--- config.mk ---
export PLATFORM = sky130hd
export DESIGN_NAME = mux5_rr_sched_flat
export DESIGN_NICKNAME = d
export VERILOG_FILES = /design/src/rtl/mux5_pkg.sv /design/src/rtl/mux5_rr_sched_if.sv /design/src/rtl/mux5_sel.sv /design/src/rtl/mux5_rr_sched.sv /design/src/flat_wrapper.sv
export SDC_FILE = /design/constraint.sdc
export NUM_CORES = 1
export LEC_CHECK = 0
export CORE_ASPECT_RATIO = 0.9
export CORE_MARGIN = 5
export CORE_UTILIZATION = 35
export DETAILED_ROUTE_END_ITERATION = 8
export DONT_BUFFER_PORTS = 1
export PLACE_DENSITY = 0.52
export SYNTH_ARGS = -nofsm -noshare
export SYNTH_HDL_FRONTEND = slang
export SYNTH_HIERARCHICAL = 1
export SYNTH_SLANG_ARGS = --single-unit
--- constraint.sdc ---
create_clock -name clk -period 11.2 [get_ports clk]
set_input_delay 3.36 -clock clk [delete_from_list [all_inputs] [get_ports clk]]
set_output_delay 3.36 -clock clk [all_outputs]
set_load 0.005 [all_outputs]
--- src/rtl/mux5_pkg.sv ---
`default_nettype none
// ============================================================================
//  Module   : mux5_pkg
//  Brief    : Shared constants, state type and select encoding for the
//             five-source round-robin mux scheduler.
//  Revision : 1.0  initial release
// ============================================================================
package mux5_pkg;

    localparam int N_SRC = 5;

    localparam logic [2:0] SRC_U = 3'd0;
    localparam logic [2:0] SRC_V = 3'd1;
    localparam logic [2:0] SRC_W = 3'd2;
    localparam logic [2:0] SRC_X = 3'd3;
    localparam logic [2:0] SRC_Y = 3'd4;

    localparam logic [2:0] SEL_U = 3'b000;
    localparam logic [2:0] SEL_V = 3'b001;
    localparam logic [2:0] SEL_W = 3'b010;
    localparam logic [2:0] SEL_X = 3'b011;
    localparam logic [2:0] SEL_Y = 3'b100;

    typedef enum logic [0:0] {
        IDLE  = 1'b0,
        GRANT = 1'b1
    } state_t;

    // Out-of-range indices fold onto U so 101..111 can never reach the mux.
    function automatic logic [2:0] idx2sel(input logic [2:0] idx);
        logic [2:0] sel;
        case (idx)
            SRC_U:   sel = SEL_U;
            SRC_V:   sel = SEL_V;
            SRC_W:   sel = SEL_W;
            SRC_X:   sel = SEL_X;
            SRC_Y:   sel = SEL_Y;
            default: sel = SEL_U;
        endcase
        return sel;
    endfunction

endpackage
`default_nettype wire

--- src/rtl/mux5_rr_sched_if.sv ---
`default_nettype none
// ============================================================================
//  Module   : mux5_rr_sched_if
//  Brief    : Request/data/grant bundle between the five sources and the
//             round-robin scheduler.
//  Revision : 1.0  initial release
// ============================================================================
interface mux5_rr_sched_if #(
    parameter int DATA_WIDTH = 3
);
    logic [4:0]              req;
    logic [5*DATA_WIDTH-1:0] din;
    logic [4:0]              gnt;
    logic                    s2;
    logic                    s1;
    logic                    s0;
    logic [DATA_WIDTH-1:0]   m_data;
    logic                    m_valid;
    logic [2:0]              m_src;

    modport master (
        output req, din,
        input  gnt, s2, s1, s0, m_data, m_valid, m_src
    );

    modport slave (
        input  req, din,
        output gnt, s2, s1, s0, m_data, m_valid, m_src
    );
endinterface
`default_nettype wire

--- src/rtl/mux5_sel.sv ---
`default_nettype none
// ============================================================================
//  Module   : mux5_sel
//  Brief    : Combinational 5:1 word mux steered by s2/s1/s0.
//  Revision : 1.0  initial release
// ============================================================================
module mux5_sel
    import mux5_pkg::*;
#(
    parameter int DATA_WIDTH = 3
) (
    input  wire logic [5*DATA_WIDTH-1:0] i_din,
    input  wire logic                    i_s2,
    input  wire logic                    i_s1,
    input  wire logic                    i_s0,
    output logic      [DATA_WIDTH-1:0]   o_data
);

    always_comb begin
        o_data = '0;
        case ({i_s2, i_s1, i_s0})
            SEL_U:   o_data = i_din[0*DATA_WIDTH +: DATA_WIDTH];
            SEL_V:   o_data = i_din[1*DATA_WIDTH +: DATA_WIDTH];
            SEL_W:   o_data = i_din[2*DATA_WIDTH +: DATA_WIDTH];
            SEL_X:   o_data = i_din[3*DATA_WIDTH +: DATA_WIDTH];
            SEL_Y:   o_data = i_din[4*DATA_WIDTH +: DATA_WIDTH];
            default: o_data = '0;
        endcase
    end

endmodule
`default_nettype wire

--- src/rtl/mux5_rr_sched.sv ---
`default_nettype none
// ============================================================================
//  Module   : mux5_rr_sched
//  Brief    : Round-robin burst scheduler driving a shared 5:1 mux and
//             registering the selected word with a valid flag.
//  Revision : 1.0  initial release
// ============================================================================
module mux5_rr_sched
    import mux5_pkg::*;
#(
    parameter int DATA_WIDTH = 3,
    parameter int MAX_HOLD   = 4
) (
    input  wire logic     clk,
    input  wire logic     rst_n,
    mux5_rr_sched_if.slave bus
);

    localparam int         HCW       = $clog2(MAX_HOLD + 1);
    localparam logic [HCW-1:0] c_HOLD_MAX = HCW'(MAX_HOLD);
    localparam logic [HCW-1:0] c_HOLD_ONE = HCW'(1);

    state_t                r_state;
    logic [2:0]            r_owner;
    logic [2:0]            r_last;
    logic [HCW-1:0]        r_hold;
    logic [4:0]            r_gnt;
    logic [2:0]            r_sel;
    logic [DATA_WIDTH-1:0] r_m_data;
    logic                  r_m_valid;
    logic [2:0]            r_m_src;

    state_t                w_state_nxt;
    logic [2:0]            w_owner_nxt;
    logic [2:0]            w_last_nxt;
    logic [HCW-1:0]        w_hold_nxt;
    logic [4:0]            w_gnt_nxt;
    logic [2:0]            w_sel_nxt;
    logic                  w_own_req;
    logic [4:0]            w_others;
    logic [DATA_WIDTH-1:0] w_mux_data;

    // First set bit scanning last+1, last+2, ... modulo five.
    function automatic logic [2:0] rr_pick(input logic [4:0] r, input logic [2:0] last);
        logic [2:0] pick;
        int         c;
        pick = last;
        for (int k = N_SRC - 1; k >= 0; k--) begin
            c = (int'(last) + 1 + k) % N_SRC;
            if (r[c]) pick = 3'(c);
        end
        return pick;
    endfunction

    function automatic logic [4:0] idx2onehot(input logic [2:0] idx);
        return 5'b00001 << idx;
    endfunction

    // r_gnt is the owner's one-hot whenever a grant is active.
    assign w_own_req = |(bus.req & r_gnt);
    assign w_others  = bus.req & ~r_gnt;

    mux5_sel #(
        .DATA_WIDTH (DATA_WIDTH)
    ) u_sel (
        .i_din  (bus.din),
        .i_s2   (r_sel[2]),
        .i_s1   (r_sel[1]),
        .i_s0   (r_sel[0]),
        .o_data (w_mux_data)
    );

    always_ff @(posedge clk or negedge rst_n) begin
        if (!rst_n) begin
            r_state   <= IDLE;
            r_owner   <= SRC_U;
            r_last    <= SRC_Y;
            r_hold    <= '0;
            r_gnt     <= '0;
            r_sel     <= SEL_U;
            r_m_data  <= '0;
            r_m_valid <= 1'b0;
            r_m_src   <= SRC_U;
        end else begin
            r_state   <= w_state_nxt;
            r_owner   <= w_owner_nxt;
            r_last    <= w_last_nxt;
            r_hold    <= w_hold_nxt;
            r_gnt     <= w_gnt_nxt;
            r_sel     <= w_sel_nxt;
            r_m_valid <= (r_state == GRANT) && w_own_req;
            if ((r_state == GRANT) && w_own_req) begin
                r_m_data <= w_mux_data;
                r_m_src  <= r_owner;
            end
        end
    end

    always_comb begin
        w_state_nxt = r_state;
        w_owner_nxt = r_owner;
        w_last_nxt  = r_last;
        w_hold_nxt  = r_hold;
        case (r_state)
            IDLE: begin
                if (|bus.req) begin
                    w_state_nxt = GRANT;
                    w_owner_nxt = rr_pick(bus.req, r_last);
                    w_last_nxt  = w_owner_nxt;
                    w_hold_nxt  = c_HOLD_ONE;
                end
            end
            GRANT: begin
                if (w_own_req && (r_hold < c_HOLD_MAX)) begin
                    w_hold_nxt = r_hold + c_HOLD_ONE;
                end else if (|w_others) begin
                    w_owner_nxt = rr_pick(w_others, r_last);
                    w_last_nxt  = w_owner_nxt;
                    w_hold_nxt  = c_HOLD_ONE;
                end else if (w_own_req) begin
                    w_hold_nxt = c_HOLD_ONE;
                end else begin
                    w_state_nxt = IDLE;
                    w_hold_nxt  = '0;
                end
            end
            default: begin
                w_state_nxt = IDLE;
                w_hold_nxt  = '0;
            end
        endcase
    end

    // Select holds its last value while idle.
    always_comb begin
        w_gnt_nxt = '0;
        w_sel_nxt = r_sel;
        if (w_state_nxt == GRANT) begin
            w_gnt_nxt = idx2onehot(w_owner_nxt);
            w_sel_nxt = idx2sel(w_owner_nxt);
        end
    end

    assign bus.gnt     = r_gnt;
    assign bus.s2      = r_sel[2];
    assign bus.s1      = r_sel[1];
    assign bus.s0      = r_sel[0];
    assign bus.m_data  = r_m_data;
    assign bus.m_valid = r_m_valid;
    assign bus.m_src   = r_m_src;

endmodule
`default_nettype wire
--- src/flat_wrapper.sv ---
// flat-port wrapper written by rule: the top's interface ports become plain ports
module mux5_rr_sched_flat import mux5_pkg::*;
#(
    parameter int DATA_WIDTH = 3,
    parameter int MAX_HOLD   = 4
)
  (clk, rst_n, bus_req, bus_din, bus_gnt, bus_s2, bus_s1, bus_s0, bus_m_data, bus_m_valid, bus_m_src);
  mux5_rr_sched_if #(.DATA_WIDTH(DATA_WIDTH)) bus_i ();
  input  wire logic clk;
  input  wire logic rst_n;
  input wire logic [$bits(bus_i.req)-1:0] bus_req;
  input wire logic [$bits(bus_i.din)-1:0] bus_din;
  output wire logic [$bits(bus_i.gnt)-1:0] bus_gnt;
  output wire logic [$bits(bus_i.s2)-1:0] bus_s2;
  output wire logic [$bits(bus_i.s1)-1:0] bus_s1;
  output wire logic [$bits(bus_i.s0)-1:0] bus_s0;
  output wire logic [$bits(bus_i.m_data)-1:0] bus_m_data;
  output wire logic [$bits(bus_i.m_valid)-1:0] bus_m_valid;
  output wire logic [$bits(bus_i.m_src)-1:0] bus_m_src;
  assign bus_i.req = bus_req;
  assign bus_i.din = bus_din;
  assign bus_gnt = bus_i.gnt;
  assign bus_s2 = bus_i.s2;
  assign bus_s1 = bus_i.s1;
  assign bus_s0 = bus_i.s0;
  assign bus_m_data = bus_i.m_data;
  assign bus_m_valid = bus_i.m_valid;
  assign bus_m_src = bus_i.m_src;
  mux5_rr_sched #(.DATA_WIDTH(DATA_WIDTH), .MAX_HOLD(MAX_HOLD)) u_core (.clk(clk), .rst_n(rst_n), .bus(bus_i));
endmodule
==> tab_implementation.tex, run 1 <==
\begin{tabular}{lr}
\hline
Metric & Value \\
\hline
\multicolumn{2}{l}{\textbf{Status}} \\
\quad Run status & finished clean \\
\multicolumn{2}{l}{\textbf{Detailed routing}} \\
\quad First-pass iteration count of the detailed router & 5 \\
\quad Wire length per cell after detailed routing & 21.17 um \\
\quad Detailed-route DRC error count & 0 \\
\quad Per-cell via count in the routed design & 6.570 \\
\quad ANT nets after route & 0 \\
\quad First-iteration detailed-routing DRC count & 744 \\
\quad Via count of the routed design & 5604 \\
\quad Detailed Route WL & 18.06 mm \\
\multicolumn{2}{l}{\textbf{Clock network}} \\
\quad Post-cts hold buffer count & 0 \\
\quad Clock buffers created by TritonCTS & 3 \\
\quad Clock latency of the later-clocked register in the worst-skew pair & 0.26 ns \\
\quad Maximum buffer depth of the clock tree & 2 \\
\quad Post-CTS Repair Setup Buffers & 0 \\
\quad Number of gates resized after CTS & 0 \\
\quad TritonCTS clock tree & built \\
\quad Number of H-tree levels & 1 \\
\quad Number of sinks handled by clock tree synthesis & 25 \\
\quad Clock transition at the registers of the reported paths & 0.07 ns \\
\quad Root buffer selected by CTS & clkbuf\_16 \\
\multicolumn{2}{l}{\textbf{Synth}} \\
\quad Warnings from Yosys & 6 \\
\quad Part of the Yosys area used for sequential elements & 11.91\% \\
\quad Number of synthesized register bits & 25 \\
\quad Fraction of post-synthesis cell area in the top cell type by area & 11.41\% \\
\quad Dominant cells by area after synthesis & dfrtp\_1, ha\_1, nand2\_1 \\
\quad Most common library cells after synthesis & nand2\_1, ha\_1, a21oi\_1 \\
\quad Netlist area before placement & 5264 um2 \\
\quad Synthesized Nets & 754 \\
\quad Count leader, synth & nand2\_1 \\
\quad Library cells used by synthesis & 104 \\
\quad Mean cell area of the mapped netlist & 7.607 um2 \\
\quad Post-synth top area cell & dfrtp\_1 \\
\quad Post-synthesis cell count & 692 \\
\quad Number of enable-type register cells in the synthesized netlist & 0 \\
\quad Asr flop ratio synth & 100.0\% \\
\quad Top FF cell, synth & dfrtp\_1 \\
\multicolumn{2}{l}{\textbf{Global routing}} \\
\quad Vias in the first global route & 5247 \\
\quad Number of antenna violations at the first check in global routing & 0 \\
\quad All-Layer GR Usage & 19.92\% \\
\quad Global-route wire length before repair & 29.21 mm \\
\quad Largest net degree at the start of global routing & 41 \\
\quad Overflow left after global routing & 0 \\
\multicolumn{2}{l}{\textbf{Final layout}} \\
\quad Proportion of layout cells with a drive suffix above 1 & 9.466\% \\
\quad Area growth from synthesis to layout & 3.185\% \\
\quad Final net count & 718 \\
\quad Post-Route Utilization & 36.91\% \\
\quad Diodes inserted & 0 \\
\multicolumn{2}{l}{\textbf{Worst setup path}} \\
\quad CP Max Fanout & 26 \\
\quad Type of element capturing the critical path & register \\
\quad Worst EP arrival & 8.69 ns \\
\quad Element type at the critical path start & register \\
\quad Critical path buffer and inverter count & 6 \\
\quad Critical path's largest stage delay & 0.77 ns \\
\quad Critical path type & register to register \\
\quad Critical Path RT & 11.35 ns \\
\quad Cell mode on critical path & ha\_1 \\
\quad Crit-path leading delay family & compound AO/OA/AOI/OAI gates \\
\quad Slowest cell on the critical path & dfrtp\_1 \\
\multicolumn{2}{l}{\textbf{STA}} \\
\quad Final critical path time including I/O delays and setup & 8.539 ns \\
\quad Timing-limited maximum frequency & 0.1171 GHz \\
\quad Actual slew at the worst max-slew pin & 0.9231 ns \\
\quad Final total negative setup slack & 0 ns \\
\quad Relative slew margins & 38.09\% \\
\quad Setup violations, final & 0 \\
\quad Final count of pins violating max slew & 0 \\
\quad Worst Skew & 0.005489 ns \\
\quad Post-route fraction of the period consumed by the critical path & 76.24\% \\
\quad RSZ-0062 raised after global routing & false \\
\quad Final count of hold timing violations & 0 \\
\multicolumn{2}{l}{\textbf{Min path}} \\
\quad Kind of path behind the tightest hold check & register to register \\
\multicolumn{2}{l}{\textbf{Run}} \\
\quad Maximum Capacitance Violations & 0 \\
\multicolumn{2}{l}{\textbf{Floorplan}} \\
\quad Ports placed on the boundary & 37 \\
\quad Vertical extent of the die & 126.3 um \\
\quad Area of the die & 17600 um2 \\
\quad CORE AREA & 14710 um2 \\
\quad Rows & 42 \\
\quad Initial Util & 35.77\% \\
\quad Die boundary width & 139.3 um \\
\multicolumn{2}{l}{\textbf{Place}} \\
\quad Count of input and output buffers & 0 \\
\quad Total half-perimeter wirelength after legalization and detailed placement & 13.66 mm \\
\quad Routability congestion estimate from global placement & 0.9375 \\
\hline
\end{tabular}
[sequential cells by signal, summed over array words and instances, names as in the netlist]
register and count:
u_core/bus.gnt 5, u_core/bus.m_data 3, u_core/bus.m_src 3, u_core/r_hold 3, u_core/r_last 3, u_core/r_owner 3, u_core/r_sel 3, u_core/bus.m_valid 1
u_core/r_state 1
[per-stage QoR]
stage / cell area (um2) / hold WS (ns) / std cells / setup slack (ns)
after floorplan: 5264 / 0.4819 / 692 / 3.065
after global placement: 5349 / 0.4969 / 849 / 2.910
after detailed placement: 5349 / 0.5043 / 849 / 2.732
after CTS: 5431 / 0.5236 / 853 / 2.723
after global routing: 5431 / 0.5549 / 853 / 1.915
final: 5431 / 0.5225 / 853 / 2.661
[cell usage in the layout (no fill, tap or decap), types with 6 or more instances in the layout]
cell type  instances
o21a_1             7
nand2_1           58
o22ai_1            6
dfrtp_1           23
o211a_1            7
o21ai_0           36
a211oi_1          14
nor3b_1            7
mux2i_1           19
nand3_1           23
ha_1              40
a211o_1            6
a31oi_1           10
nand4_1            7
nor2_1            37
nor3_1            19
inv_1             30
o211ai_1          18
nand2b_1          19
xnor2_1           11
or3_1              6
and2_1            11
and3_1            10
mux2_2            12
nor4_1             7
a22oi_1            7
nor2b_1           12
a21o_1            10
a21oi_1           39
[worst register-to-register path: cells and delay by family (launching register included)]
family / cells / cell delay (ns)
flip-flops: 1 / 0.77
AO/OA/AOI/OAI: 11 / 2.77
buffers and inverters: 6 / 1.39
adder cells (fa/ha/maj): 5 / 1.54
multiplexers: 1 / 0.42
AND/OR/NAND/NOR: 7 / 1.52
[worst paths after layout]
kind / from / to / slack (ns) / depth (start not counted)
max in group asynchronous: rst_n / u_core/r_last[2] / 8.24 / 0
min: u_core/r_hold[0] / u_core/r_hold[0] / 0.52 / 1
max: u_core/r_last[1] / u_core/r_sel[1] / 2.66 / 30
min in group asynchronous: rst_n / u_core/bus.m_data[0] / 2.78 / 0
min reg2reg: u_core/r_hold[0] / u_core/r_hold[0] / 0.52 / 1
max reg2reg: u_core/r_last[1] / u_core/r_sel[1] / 2.66 / 30
[kinds of logic (layout without fill, tap and decap cells)]
group	Yosys count	in the layout	share of synthesized area [%]
adder cells (fa/ha/maj)	40	40	9.508
XOR/XNOR	12	12	2.139
flip-flops	25	25	11.91
multiplexers	41	41	9.674
AND/OR/NAND/NOR	249	249	25.70
AO/OA/AOI/OAI	244	244	34.82
buffers and inverters	81	44	6.252
[final cells by class]
| type | count | area (um2) |
|---|---|---|
| Fill cell | 1551 | 9283 |
| Multi-Input combinational cell | 586 | 4308 |
| Sequential cell | 25 | 628.1 |
| Tap cell | 198 | 247.7 |
| Inverter | 36 | 135.1 |
| Clock buffer | 3 | 75.07 |
| Timing Repair Buffer | 4 | 30.03 |
| Clock inverter | 1 | 7.507 |
[layer usage]
metal,up-vias,share of wire [%],GRT usage [%]
li1,2584,-,-
met1,2702,46,29.71
met2,285,44,30.10
met3,33,7.1,2.522
met4,0,2.6,5.639
met5,-,0,0
Power of run 1 is left out: the tool's default activity adds up to more than one toggle a clock period on the data nets, which glitch-free logic cannot reach.
==> inputs of run 2 (changes only) <==
--- a/config.mk
+++ b/config.mk
@@ -10,7 +10,7 @@
 export CORE_UTILIZATION = 35
 export DETAILED_ROUTE_END_ITERATION = 8
 export DONT_BUFFER_PORTS = 1
-export PLACE_DENSITY = 0.52
+export PLACE_DENSITY = 0.54
 export SYNTH_ARGS = -nofsm -noshare
 export SYNTH_HDL_FRONTEND = slang
 export SYNTH_HIERARCHICAL = 1
==> constraint.sdc (replaced) <==
create_clock -name clk -period 7.3 [get_ports clk]
set_input_delay 2.19 -clock clk [delete_from_list [all_inputs] [get_ports clk]]
set_output_delay 2.19 -clock clk [all_outputs]
set_load 0.005 [all_outputs]
==> tab_implementation.tex, run 2 (same netlist as run 1, synthesis figures left out) <==
\begin{tabular}{lr}
\hline
Metric & Value \\
\hline
\multicolumn{2}{l}{\textbf{Final layout}} \\
\quad Area growth from synthesis to layout & 5.966\% \\
\quad Most frequent cells in the layout & nand2\_1, a21oi\_1, nor2\_1, ha\_1, o21ai\_0 \\
\quad Final net count & 727 \\
\quad Total non-filler cell area in the finished layout & 5578 um2 \\
\quad Total area of multi-input combinational cells & 4379 um2 \\
\quad Final Non-Filler Cells & 862 \\
\quad Most frequent standard cell in the layout excluding fill and tap cells & nand2\_1 \\
\quad Diodes inserted & 0 \\
\quad Fill cell total of the finished layout & 1515 \\
\quad Flip-flop count of the largest register after layout & 5 \\
\quad Proportion of layout cells with a drive suffix above 1 & 11.90\% \\
\quad Sequential cell area & 628.1 um2 \\
\multicolumn{2}{l}{\textbf{Place}} \\
\quad Placed inst area & 5448 um2 \\
\quad Routability congestion estimate from global placement & 0.9400 \\
\quad Pre-CTS setup slack & 0.2300 ns \\
\quad Cells after DPL & 856 \\
\quad Total half-perimeter wirelength after legalization and detailed placement & 13.05 mm \\
\quad Count of input and output buffers & 0 \\
\multicolumn{2}{l}{\textbf{Detailed routing}} \\
\quad First-pass iteration count of the detailed router & 5 \\
\quad First-iteration detailed-routing DRC count & 485 \\
\quad Met3 wire len & 1.581 mm \\
\quad Metal2 WL & 7.528 mm \\
\quad Top layer used by detailed routing & met4 \\
\quad Detailed Route WL & 17.56 mm \\
\quad Wire length per cell after detailed routing & 20.38 um \\
\quad ANT nets after route & 0 \\
\quad Via count of the routed design & 5638 \\
\quad Detailed-route DRC error count & 0 \\
\quad Per-cell via count in the routed design & 6.541 \\
\quad Routed length on met1 & 8.133 mm \\
\multicolumn{2}{l}{\textbf{Worst setup path}} \\
\quad Worst EP arrival & 7.12 ns \\
\quad Slowest cell on the critical path & or3\_1 \\
\quad CP Max Fanout & 18 \\
\quad Critical path buffer and inverter count & 5 \\
\quad Element type at the critical path start & register \\
\quad Cell mode on critical path & ha\_1 \\
\quad Crit. path cell count & 30 \\
\quad Critical Path RT & 7.45 ns \\
\quad Type of element capturing the critical path & register \\
\quad Critical path type & register to register \\
\quad Number of cell instances on the worst register-to-register path & 30 \\
\quad Critical path's largest stage delay & 0.46 ns \\
\quad Crit-path leading delay family & compound AO/OA/AOI/OAI gates \\
\multicolumn{2}{l}{\textbf{Clock network}} \\
\quad Root buffer selected by CTS & clkbuf\_16 \\
\quad Clock latency of the later-clocked register in the worst-skew pair & 0.26 ns \\
\quad Number of H-tree levels & 1 \\
\quad Maximum buffer depth of the clock tree & 2 \\
\quad Clock buffers created by TritonCTS & 3 \\
\quad Clock transition at the registers of the reported paths & 0.07 ns \\
\quad Number of sinks handled by clock tree synthesis & 25 \\
\quad TritonCTS clock tree & built \\
\multicolumn{2}{l}{\textbf{STA}} \\
\quad Actual slew at the worst max-slew pin & 1.037 ns \\
\quad Setup violations, final & 0 \\
\quad Final count of pins violating max slew & 0 \\
\quad Hold slack & 0.5306 ns \\
\quad Final count of hold timing violations & 0 \\
\quad Timing-limited maximum frequency & 0.1436 GHz \\
\quad Final worst-path setup slack & 0.3355 ns \\
\quad Relative slew margins & 30.47\% \\
\quad Post-route fraction of the period consumed by the critical path & 95.40\% \\
\quad Worst Skew & 0.009012 ns \\
\quad Final critical path time including I/O delays and setup & 6.965 ns \\
\multicolumn{2}{l}{\textbf{Floorplan}} \\
\quad Rows & 42 \\
\quad CORE AREA & 14710 um2 \\
\quad Vertical extent of the die & 126.3 um \\
\quad Area of the die & 17600 um2 \\
\quad Initial Util & 35.77\% \\
\quad Ports placed on the boundary & 37 \\
\quad Die boundary width & 139.3 um \\
\multicolumn{2}{l}{\textbf{Status}} \\
\quad Run status & finished clean \\
\multicolumn{2}{l}{\textbf{Global routing}} \\
\quad Overflow left after global routing & 0 \\
\quad Largest net degree at the start of global routing & 67 \\
\quad All-Layer GR Usage & 18.61\% \\
\quad Global-route wire length before repair & 27.70 mm \\
\quad Number of antenna violations at the first check in global routing & 0 \\
\quad Vias in the first global route & 5160 \\
\multicolumn{2}{l}{\textbf{Min path}} \\
\quad Worst hold path depth & 1 \\
\quad Kind of path behind the tightest hold check & register to register \\
\multicolumn{2}{l}{\textbf{Run}} \\
\quad Maximum Capacitance Violations & 0 \\
\hline
\end{tabular}
run 2: changes by cell type in the layout (fill, tap and decap cells not counted), sizes merged:
cell / delta
clkbuf: +2
clkinvlp: -1
buf: +8
run 2: layout make-up:
type | instances | share of cell area (%)
clock buffer | 4 | 1.413
multi-input combinational | 586 | 78.51
tap | 198 | 4.441
sequential | 25 | 11.26
timing repair buffer | 13 | 1.929
inverter | 36 | 2.445
run 2: worst register-to-register path: cells and delay by family, from the launching register on:
kind                     cells  cell delay, ns
AO/OA/AOI/OAI               12            2.91
adder cells (fa/ha/maj)      5            1.17
XOR/XNOR                     1            0.20
flip-flops                   1            0.38
buffers and inverters        5            0.77
AND/OR/NAND/NOR              7            1.44
run 2: metrics by stage:
stage / TNS, ns / util (%)
final: 0 / 37.91
after global routing: -0.03422 / 37.91
after CTS: 0 / 37.56
after detailed placement: 0 / 37.02
after global placement: 0 / 37.02
after floorplan: 0 / -
run 2: repair_timing:
action | in CTS | in global routing
gates resized for setup | 0 | 7
setup endpoints to repair | 0 | 14
setup buffers | 0 | 2
hold buffers | 0 | 0
run 2: final timing paths:
path | startpoint | end | slack [ns]
min in group asynchronous | rst_n | u_core/r_state | 1.62
worst max register to register | u_core/r_last[1] | u_core/r_sel[1] | 0.34
max in group asynchronous | rst_n | u_core/r_last[2] | 5.51
worst max-delay path | u_core/r_last[1] | u_core/r_sel[1] | 0.34
worst min-delay path | u_core/r_hold[0] | u_core/r_hold[0] | 0.53
worst min register to register | u_core/r_hold[0] | u_core/r_hold[0] | 0.53
run 2: metal layers:
layer | GRT usage [%] | up-vias
li1 | - | 2600
met1 | 27.78 | 2725
met2 | 27.80 | 284
met3 | 2.860 | 29
met4 | 5.063 | 0
met5 | 0 | -
Power of run 2 is left out for the same reason.
==> inputs of run 3 (changes only) <==
--- a/config.mk
+++ b/config.mk
@@ -5,6 +5,7 @@
 export SDC_FILE = /design/constraint.sdc
 export NUM_CORES = 1
 export LEC_CHECK = 0
+export ABC_CLOCK_PERIOD_IN_PS = 7300
 export CORE_ASPECT_RATIO = 0.9
 export CORE_MARGIN = 5
 export CORE_UTILIZATION = 35
==> results of run 3 <==
Same layout as run 2: the final DEF is identical, and so are final timing and power.
Power of run 3 is left out for the same reason.
